## src/rtl/bu_pkg.sv

```systemverilog
// Shared butterfly-unit definitions for the word-level Montgomery reducer.
package bu_pkg;

   typedef enum logic [1:0] {
      IDLE,
      RUN,
      SUB,
      DONE
   } wordred_state_e;

   localparam int unsigned Q_W_DEF = 64;
   localparam int unsigned W_DEF   = 16;
   localparam int unsigned L_DEF   = 4;

   // qH for the Goldilocks prime q = 2^64 - 2^32 + 1
   localparam logic [63:0] GOLDILOCKS_QH = 64'h0000_FFFF_FFFF_0000;

endpackage

```

## src/rtl/wordred_seq_if.sv

```systemverilog
// Operation/result handshake bundle for wordred_seq.
interface wordred_seq_if
   import bu_pkg::*;
#(
   parameter int unsigned Q_W   = Q_W_DEF,
   parameter int unsigned W     = W_DEF,
   parameter int unsigned TAG_W = 8
);

   logic                 in_valid;
   logic                 in_ready;
   logic [2*Q_W-1:0]     in_c;
   logic [Q_W-W-1:0]     in_qh;
   logic [TAG_W-1:0]     in_tag;
   logic                 out_valid;
   logic                 out_ready;
   logic [Q_W:0]         out_t;
   logic [TAG_W-1:0]     out_tag;

   modport master (
      output in_valid, in_c, in_qh, in_tag, out_ready,
      input  in_ready, out_valid, out_t, out_tag
   );

   modport slave (
      input  in_valid, in_c, in_qh, in_tag, out_ready,
      output in_ready, out_valid, out_t, out_tag
   );

endinterface

```

## src/rtl/wordred_step.sv

```systemverilog
// One combinational Montgomery word step: acc' = (acc >> W) + qH*m + (cl != 0).
module wordred_step
   import bu_pkg::*;
#(
   parameter int unsigned Q_W = Q_W_DEF,
   parameter int unsigned W   = W_DEF
)
(
   input  logic [2*Q_W:0]   acc_in,
   input  logic [Q_W-W-1:0] qh,
   output logic [2*Q_W:0]   acc_out
);

   localparam int unsigned AW = 2*Q_W + 1;

   logic [W-1:0] w_cl;
   logic [W-1:0] w_m;
   logic         w_carry;
   (* use_dsp = "yes" *) logic [Q_W-1:0] w_prod;

   // cl + m == 2^W whenever cl != 0, so the carry restores the exact division
   always_comb begin
      w_cl    = acc_in[W-1:0];
      w_m     = '0 - w_cl;
      w_carry = |w_cl;
      w_prod  = Q_W'(qh) * Q_W'(w_m);
      acc_out = AW'(acc_in[AW-1:W]) + AW'(w_prod) + AW'(w_carry);
   end

endmodule

```

## src/rtl/wordred_seq.sv

```systemverilog
// Iterative valid/ready Montgomery reducer: T = C * 2^(-W*L) mod q, optional final subtract.
module wordred_seq
   import bu_pkg::*;
#(
   parameter int unsigned Q_W       = Q_W_DEF,
   parameter int unsigned W         = W_DEF,
   parameter int unsigned L         = L_DEF,
   parameter int unsigned FINAL_SUB = 1,
   parameter int unsigned TAG_W     = 8
)
(
   input  logic          clk,
   input  logic          rst_n,
   wordred_seq_if.slave  bus
);

   localparam int unsigned AW  = 2*Q_W + 1;
   localparam int unsigned OW  = Q_W + 1;
   localparam int unsigned QHW = Q_W - W;
   localparam int unsigned SW  = $clog2(L + 1);

   wordred_state_e   r_state;
   wordred_state_e   w_state_nxt;
   logic [AW-1:0]    r_acc;
   logic [AW-1:0]    w_acc_step;
   logic [QHW-1:0]   r_qh;
   logic [TAG_W-1:0] r_tag;
   logic [SW-1:0]    r_step;
   logic [OW-1:0]    r_out_t;
   logic [TAG_W-1:0] r_out_tag;

   logic             w_accept;
   logic             w_last;
   logic             w_load_out;
   logic [Q_W-1:0]   w_q;
   logic             w_ge;
   logic [OW-1:0]    w_out_val;

   wordred_step #(
      .Q_W (Q_W),
      .W   (W)
   ) u_step (
      .acc_in  (r_acc),
      .qh      (r_qh),
      .acc_out (w_acc_step)
   );

   // Without the final subtract, the last step's sum goes straight to the output
   always_comb begin
      w_q    = {r_qh, {(W-1){1'b0}}, 1'b1};
      w_ge   = (r_acc >= AW'(w_q));
      w_last = (r_step == SW'(L - 1));
      if (FINAL_SUB != 0) begin
         w_out_val = w_ge ? OW'(r_acc - AW'(w_q)) : OW'(r_acc);
      end else begin
         w_out_val = OW'(w_acc_step);
      end
   end

   always_comb begin
      w_state_nxt   = r_state;
      w_accept      = 1'b0;
      w_load_out    = 1'b0;
      case (r_state)
         IDLE: begin
            if (bus.in_valid) begin
               w_accept    = 1'b1;
               w_state_nxt = RUN;
            end
         end
         RUN: begin
            if (w_last) begin
               w_state_nxt = (FINAL_SUB != 0) ? SUB : DONE;
               w_load_out  = (FINAL_SUB == 0);
            end
         end
         SUB: begin
            w_load_out  = 1'b1;
            w_state_nxt = DONE;
         end
         DONE: begin
            if (bus.out_ready) begin
               if (bus.in_valid) begin
                  w_accept    = 1'b1;
                  w_state_nxt = RUN;
               end else begin
                  w_state_nxt = IDLE;
               end
            end
         end
         default: w_state_nxt = IDLE;
      endcase
      bus.in_ready  = rst_n & ((r_state == IDLE) | ((r_state == DONE) & bus.out_ready));
      bus.out_valid = (r_state == DONE);
   end

   always_ff @(posedge clk or negedge rst_n) begin
      if (!rst_n) begin
         r_state <= IDLE;
      end else begin
         r_state <= w_state_nxt;
      end
   end

   always_ff @(posedge clk or negedge rst_n) begin
      if (!rst_n) begin
         r_acc     <= '0;
         r_qh      <= '0;
         r_tag     <= '0;
         r_step    <= '0;
         r_out_t   <= '0;
         r_out_tag <= '0;
      end else begin
         if (w_accept) begin
            r_acc  <= AW'(bus.in_c);
            r_qh   <= bus.in_qh;
            r_tag  <= bus.in_tag;
            r_step <= '0;
         end else if (r_state == RUN) begin
            r_acc  <= w_acc_step;
            r_step <= r_step + SW'(1);
         end
         if (w_load_out) begin
            r_out_t   <= w_out_val;
            r_out_tag <= r_tag;
         end
      end
   end

   assign bus.out_t   = r_out_t;
   assign bus.out_tag = r_out_tag;

endmodule

```

## src/flat_wrapper.sv

```systemverilog
// flat-port wrapper written by rule: the top's interface ports become plain ports
module wordred_seq_flat import bu_pkg::*;
#(
   parameter int unsigned Q_W       = Q_W_DEF,
   parameter int unsigned W         = W_DEF,
   parameter int unsigned L         = L_DEF,
   parameter int unsigned FINAL_SUB = 1,
   parameter int unsigned TAG_W     = 8
)
  (clk, rst_n, bus_in_valid, bus_in_c, bus_in_qh, bus_in_tag, bus_out_ready, bus_in_ready, bus_out_valid, bus_out_t, bus_out_tag);
  wordred_seq_if #(.Q_W(Q_W), .W(W), .TAG_W(TAG_W)) bus_i ();
  input  logic clk;
  input  logic rst_n;
  input wire logic [$bits(bus_i.in_valid)-1:0] bus_in_valid;
  input wire logic [$bits(bus_i.in_c)-1:0] bus_in_c;
  input wire logic [$bits(bus_i.in_qh)-1:0] bus_in_qh;
  input wire logic [$bits(bus_i.in_tag)-1:0] bus_in_tag;
  input wire logic [$bits(bus_i.out_ready)-1:0] bus_out_ready;
  output wire logic [$bits(bus_i.in_ready)-1:0] bus_in_ready;
  output wire logic [$bits(bus_i.out_valid)-1:0] bus_out_valid;
  output wire logic [$bits(bus_i.out_t)-1:0] bus_out_t;
  output wire logic [$bits(bus_i.out_tag)-1:0] bus_out_tag;
  assign bus_i.in_valid = bus_in_valid;
  assign bus_i.in_c = bus_in_c;
  assign bus_i.in_qh = bus_in_qh;
  assign bus_i.in_tag = bus_in_tag;
  assign bus_i.out_ready = bus_out_ready;
  assign bus_in_ready = bus_i.in_ready;
  assign bus_out_valid = bus_i.out_valid;
  assign bus_out_t = bus_i.out_t;
  assign bus_out_tag = bus_i.out_tag;
  wordred_seq #(.Q_W(Q_W), .W(W), .L(L), .FINAL_SUB(FINAL_SUB), .TAG_W(TAG_W)) u_core (.clk(clk), .rst_n(rst_n), .bus(bus_i));
endmodule
```

## config.mk

```make
export PLATFORM = sky130hd
export DESIGN_NAME = wordred_seq_flat
export DESIGN_NICKNAME = d
export VERILOG_FILES = /design/src/rtl/bu_pkg.sv /design/src/rtl/wordred_seq_if.sv /design/src/rtl/wordred_step.sv /design/src/rtl/wordred_seq.sv /design/src/flat_wrapper.sv
export SDC_FILE = /design/constraint.sdc
export NUM_CORES = 2
export LEC_CHECK = 0
export ABC_CLOCK_PERIOD_IN_PS = 18500
export BUFFER_PORTS_ARGS = -buffer_cell sky130_fd_sc_hd__buf_2
export CORE_MARGIN = 5
export CORE_UTILIZATION = 30
export CTS_CLUSTER_DIAMETER = 40
export DETAILED_ROUTE_END_ITERATION = 10
export SLEW_MARGIN = 10
export SYNTH_ARGS = -nofsm -noshare
export SYNTH_HDL_FRONTEND = slang
export SYNTH_SLANG_ARGS = --single-unit
```

## constraint.sdc

```tcl
create_clock -name clk -period 18.5 [get_ports clk]
set_input_delay 0.925 -clock clk [delete_from_list [all_inputs] [get_ports clk]]
set_output_delay 0.925 -clock clk [all_outputs]
set_load 0.01 [all_outputs]
```

* Word level (Yosys, flattened, before mapping)
Cells that the tools add are included.
** Operators by class
- Add/subtract/negate cells :: 5
- Multipliers :: 1
- Magnitude comparators :: 1
- Equality and inequality tests :: 7
- Mux-type cells :: 14
- Bitwise gates (word level) :: 3
- Reductions and logical operators :: 4
** Operators with widths (count)
- 2-to-1 mux 129 bit :: 2
- greater-or-equal comparator 129 x 64 -> 1 bit :: 1
- adder 114 x 1 -> 115 bit :: 1
- adder 113 x 64 -> 114 bit :: 1
- 2-to-1 mux 65 bit :: 1
- subtractor 65 x 64 -> 65 bit :: 1
- multiplier 48 x 16 -> 64 bit :: 1
- OR reduction 16 bit :: 1
- subtractor 1 x 16 -> 16 bit, first input constant :: 1
- case mux 2 bit (4 select lines) :: 1
- 2-to-1 mux 2 bit :: 3
- 2-to-1 mux 3 bit :: 2
- equality test 2 bit, second input constant :: 2
- 2-to-1 mux 1 bit :: 4
- != test 2 bit, second input constant :: 2
- adder 3 x 1 -> 3 bit, second input constant :: 1
- equality test 3 x 2 -> 1 bit, second input constant :: 1
- AND reduction 3 bit :: 1
- AND 1 bit :: 2
- equality test 2 x 1 -> 1 bit, second input constant :: 1
- zero test 2 bit :: 1
- != test 2 x 1 -> 1 bit, second input constant :: 1
- case mux 1 bit (2 select lines) :: 1
- nonzero test 2 bit :: 1
- OR 1 bit :: 1
** Word-level totals
- Register bits :: 263
- Input bits :: 188
- Output and inout bits :: 75
- Logic and storage cells :: 42

* Depth between registers and ports, before layout
- Depth after elaboration :: 6
- Depth in mapped cells :: 35
- Gate-level depth less buffers :: 31

* Hierarchy
Synthesis repeated with hierarchy kept, for this count alone.
** Unflattened totals
- Cells, all modules :: 5103
- Area total of the unflattened synthesis :: 42909.9 um^2
** By module, submodules not included
- wordred_step :: times used 1, cells each 3416, area each 27831.7 um^2, seq. area each 0.0 um^2
- wordred_seq :: times used 1, cells each 1687, area each 15078.2 um^2, seq. area each 6581.3 um^2

* Worst setup path before layout
Ideal clock, no wire load.
- Path kind :: reg-to-reg
- Start point :: reg u_core.r_acc[8]
- End point :: reg u_core.r_acc[87]
- Setup time :: 0.064 ns
- Arrival :: 8.341 ns
- Data required time :: 18.436 ns
- Slack :: 10.094 ns
- Stages on the path, launching flop included :: 32
- Buffers on the path :: 5
- Clock period less this slack :: 8.406 ns
- Cells stage by stage :: dfrtp_1 -> buf_2 -> or4_1 -> or3_1 -> nor3_1 -> xnor2_1 -> clkbuf_1 -> clkbuf_1 -> nand2_1 -> fa_1 -> inv_1 -> fa_1 -> fa_1 -> fa_1 -> fa_1 -> inv_1 -> fa_1 -> inv_1 -> ha_1 -> buf_2 -> nand4_1 -> or3_1 -> or3_1 -> nor3_1 -> a221oi_1 -> o211ai_1 -> o21ai_1 -> and2_1 -> clkbuf_1 -> or4_1 -> a31oi_1 -> a21o_1
** Between the ends
- Word-level cells in the longest chain between the ends :: 6
- Elaborated cells between the ends (all ways) :: 7
- Classes of those cells :: 3 x add/sub; 1 x mul; 2 x mux; 1 x reduce/logical
** Ends and longest elaborated chain
- start: declaration :: line wordred_seq.sv:24 : logic [AW-1:0] r_acc;
- start signal: assignment :: line wordred_seq.sv:115 : r_acc <= AW'(bus.in_c);
- start signal: assignment :: line wordred_seq.sv:120 : r_acc <= w_acc_step;
- subtractor 1 x 16 -> 16 bit :: line wordred_step.sv:24 : w_m = '0 - w_cl;
- multiplier 48 x 16 -> 64 bit :: line wordred_step.sv:26 : w_prod = Q_W'(qh) * Q_W'(w_m);
- adder 113 x 64 -> 114 bit :: line wordred_step.sv:27 : acc_out = AW'(acc_in[AW-1:W]) + AW'(w_prod) + AW'(w_carry);
- adder 114 x 1 -> 115 bit * :: line wordred_step.sv:27
- 2-to-1 mux 129 bit * :: line wordred_seq.sv:119 : end else if (r_state == RUN) begin
- 2-to-1 mux 129 bit * :: line wordred_seq.sv:114 : if (w_accept) begin
Mark *: on every way between the ends. The rest lies on a longest branch, timed or not. The select of a mux whose other input is x is not followed.
A chain may end at the register's enable or synchronous reset.

* Worst setup path in the final report
- Start point :: reg u_core.r_acc[0]
- End point :: reg u_core.r_acc[87]
The elaborated chain is that of the path after synthesis.

==> summary.md <==
| Metric | Value |
|---|---|
| Share of cells above drive strength 1 | 8.76% |
| Largest net degree at the start of global routing | 182 |
| Clock transition at path regs | 0.06 ns |
| Met1 GRT Util | 28.4% |
| CP startpoint kind | register |
| Crit. End Element | register |
| Drt total wl | 159000 um |
| MaxCap Viol Count | 0 |
| Synthesized flop and latch total | around 260 |
| Compound-gate portion of the synthesized area | between 10 and 15% |
| Congestion Overflow GR | 0 |
| Vias | roughly 37000 |
| Slowest stage cell, crit path | nor3_1 |
| Port bufs | 262 |
| Mapped Area | 42900 um^2 |
| Routability cong. | between 0.9 and 1 |
| XOR/XNOR Fraction of Synth Area | 3.31% |
| Setup TNS | 0 ns |
| Cells after Synth | 5260 |
| Worst-skew pair later-pin latency | 0.69 ns |
| WS Path Type | register to register |
| Pin slew with the least headroom to its limit | 1.10 ns |
| Mux contribution to synthesized area | 1.74% |
| RSZ-0062 raised after global routing | no |
| Max frequency | 90.5 MHz |
| Htree depth | 2 |
| Most frequent cells in the layout | inv_1, nand2_1, fa_1 |
| Most common cell on crit path | fa_1 |
| Slew Limit Fails | 0 |
| Fillers | 15056 |
| Cell row count | 138 |
| Critical path required time | ~19 ns |
| Worst Hold Class | primary input to asynchronous set/reset pin |
| Most common flop cell mapped by yosys | dfrtp_1 |
| Drt pass-1 iters | 6 |
| Tcrit/Tclk final | 59.7% |
| Clk root buf | clkbuf_16 |
| All-Layer GR Usage | a little over a fifth |
| Worst Path Buf+Inv | 5 |
| DP HPWL | 126000 um |
| First-pass GRT wire length | approximately 240000 um |
| Vias/cell | 5.06 |
| Core Area | 142000 um^2 |
| Yosys cell types | between 80 and 90 |
| M2 GR Usage | 32.5% |
| Total CTS buffers | 59 |
| EDFF count, synth | 0 |
| # DRC | 0 |
| Post_cts resized | 0 |
| Initial antenna violation count | 10 |
| Die ar. | ~150000 um^2 |
| Top Usage Layer GRT | met2 |
| CP delay by family, top | simple AND/OR/NAND/NOR gates |
| Die H | approximately 390 um |
| CP arrival | 11.65 ns |
| Simple-gate share of the synthesized area | between 10% and 20% |
| Final nets | 6381 |
| Worst stage delay on the critical path | 0.85 ns |
| Setup Viol. Count Final | 0 |
| Number of global-route vias before repair | approximately 38000 |
| Most common cell after layout, fill and taps aside | inv_1 |
| Post-synthesis adder-cell area fraction | 38.9% |
| Seq/Total Area, Yosys | 15.3% |
| # hold bufs at CTS | 0 |
| Detail Route Antenna Nets | 0 |
| Crit path time final | between 10 and 15 ns |
| Initial DRC count | 2833 |
| Syn_nets | 6357 |
| Met3 usage in global routing | 5.15% |
| Asr flop ratio synth | 100% |
| Outcome | complete, no violations |
| Headroom to the max-slew limit | 27.0% |
| Wirelength per Cell | 22.0 um |
| Critical Path Fanout Max | 50 |
| Register Area | 6560 um^2 |
| Ports | 263 |
| Largest family of logic cells by synthesized area | adder cells |
| CTS sink cnt | 262 |
| Syn. warnings | 0 |
| Hold slack final | 0.126 ns |
| TritonCTS clock tree | built |
| Syn avg cell area | 8.16 um^2 |
| Clk_skew | approximately 0.049 ns |
| Initial core utilization | 30.2% |
| Die W | just under 400 um |
| Final hold vios | 0 |
| Area added between synthesis and finish | 11.5% |
| Reg-to-reg slack, setup | 7.45 ns |
| Longest Clk Path Bufs | 3 |
| Setup bufs post-CTS | 0 |
| Multi-input gate area | between 30000 and 40000 um^2 |
[area by class of cell]
| type | instances | area share (%) |
|---|---|---|
| Timing Repair Buffer | 298 | 3.38 |
| Clock buffer | 66 | 3.18 |
| Multi-Input combinational cell | 3578 | 65.2 |
| Sequential cell | 262 | 13.7 |
| Clock inverter | 44 | 1.03 |
| Antenna cell | 4 | 0.0209 |
| Tap cell | 1890 | 4.94 |
| Inverter | 1085 | 8.51 |
[path summary, 6_finish.rpt]
check                                             from                       endpoint  cells past startpoint
max in group asynchronous                        rst_n    u_core.r_qh[25]$_DFFE_PN0P_                      2
hold / removal                                   rst_n  u_core.r_acc[113]$_DFFE_PN0P_                      1
setup reg to reg           u_core.r_acc[0]$_DFFE_PN0P_   u_core.r_acc[87]$_DFFE_PN0P_                     28
hold reg to reg            u_core.r_tag[2]$_DFFE_PN0P_    u_core.r_tag[2]$_DFFE_PN0P_                      2
min in group clk                         bus_in_tag[1]    u_core.r_tag[1]$_DFFE_PN0P_                      3
setup / recovery           u_core.r_acc[0]$_DFFE_PN0P_   u_core.r_acc[87]$_DFFE_PN0P_                     28
[worst register-to-register path: cells and delay by family, from the launching register on]
family / cells / cell delay, ns
and+or+nand+nor: 10 / 4.49
DFF: 1 / 0.40
buffers and inverters: 5 / 1.08
adders and majority gates: 7 / 3.65
AOI/OAI and AO/OA: 5 / 1.20
xor gates and xnor gates: 1 / 0.15
[Yosys cell counts, types with 6 or more instances]
cell / instances / area [um^2]
or2_2: 8 / 50.1
o21bai_1: 30 / 225
o21ai_0: 230 / 1150
a31o_2: 7 / 61.3
buf_1: 27 / 101
and2_1: 178 / 1110
nor3_1: 53 / 265
a221oi_1: 10 / 87.6
inv_1: 1085 / 4070
nand2b_1: 9 / 56.3
mux2_2: 12 / 135
mux2i_1: 61 / 611
clkbuf_1: 288 / 1080
a21oi_1: 314 / 1570
xnor2_1: 100 / 876
o22ai_1: 11 / 68.8
nand3_1: 50 / 250
nor4_1: 35 / 219
fa_1: 706 / 14100
nand2_1: 891 / 3340
a21o_1: 95 / 713
ha_1: 203 / 2540
dfrtp_1: 262 / 6560
and3_1: 38 / 238
nor2_1: 232 / 871
a211oi_1: 12 / 90.1
buf_2: 15 / 75.1
nor2b_1: 15 / 93.8
or4_1: 6 / 45.0
a31oi_1: 21 / 131
or3_1: 15 / 93.8
o21a_1: 17 / 128
nand4_1: 57 / 357
o31ai_1: 15 / 113
xor2_1: 62 / 543
[flip-flops by register name (all words and copies together) (netlist names)]
| name | cells |
|---|---|
| u_core.r_step | 3 |
| u_core.r_tag | 8 |
| u_core.bus.out_t | 65 |
| u_core.r_qh | 48 |
| u_core.r_acc | 128 |
| u_core.bus.out_tag | 8 |
| u_core.r_state | 2 |
[routing by layer]
layer  vias to the layer above  routed length (um)
met5                         -                  23
met1                     18612               67400
met4                         4                7130
met2                      1442               70200
li1                      16239                   -
met3                       284               14000
[kinds of logic (layout without fill, tap and decap cells)]
logic type / Yosys count / after routing
AO/OA/AOI/OAI: 827 / 827
XOR/XNOR: 162 / 162
AND/OR/NAND/NOR: 1607 / 1607
adder cells (fa/ha/maj): 909 / 909
multiplexers: 73 / 73
buffers and inverters: 1420 / 1493
flip-flops: 262 / 262
other: 0 / 4
[stage by stage]
step / instance area, um^2 / utilization [%] / setup WS, ns / instances
finish: 47800 / 33.7 / 7.45 / 7227
CTS: 47800 / 33.7 / 7.68 / 7223
global route: 47800 / 33.7 / 7.17 / 7223
global placement: 45800 / 32.3 / 7.88 / 7113
floorplan: 42900 / - / 10.09 / 5260
detailed placement: 45800 / 32.3 / 7.80 / 7113
Power is left out: the tool's default activity adds up to more than one toggle a clock period on the data nets, which glitch-free logic cannot reach.
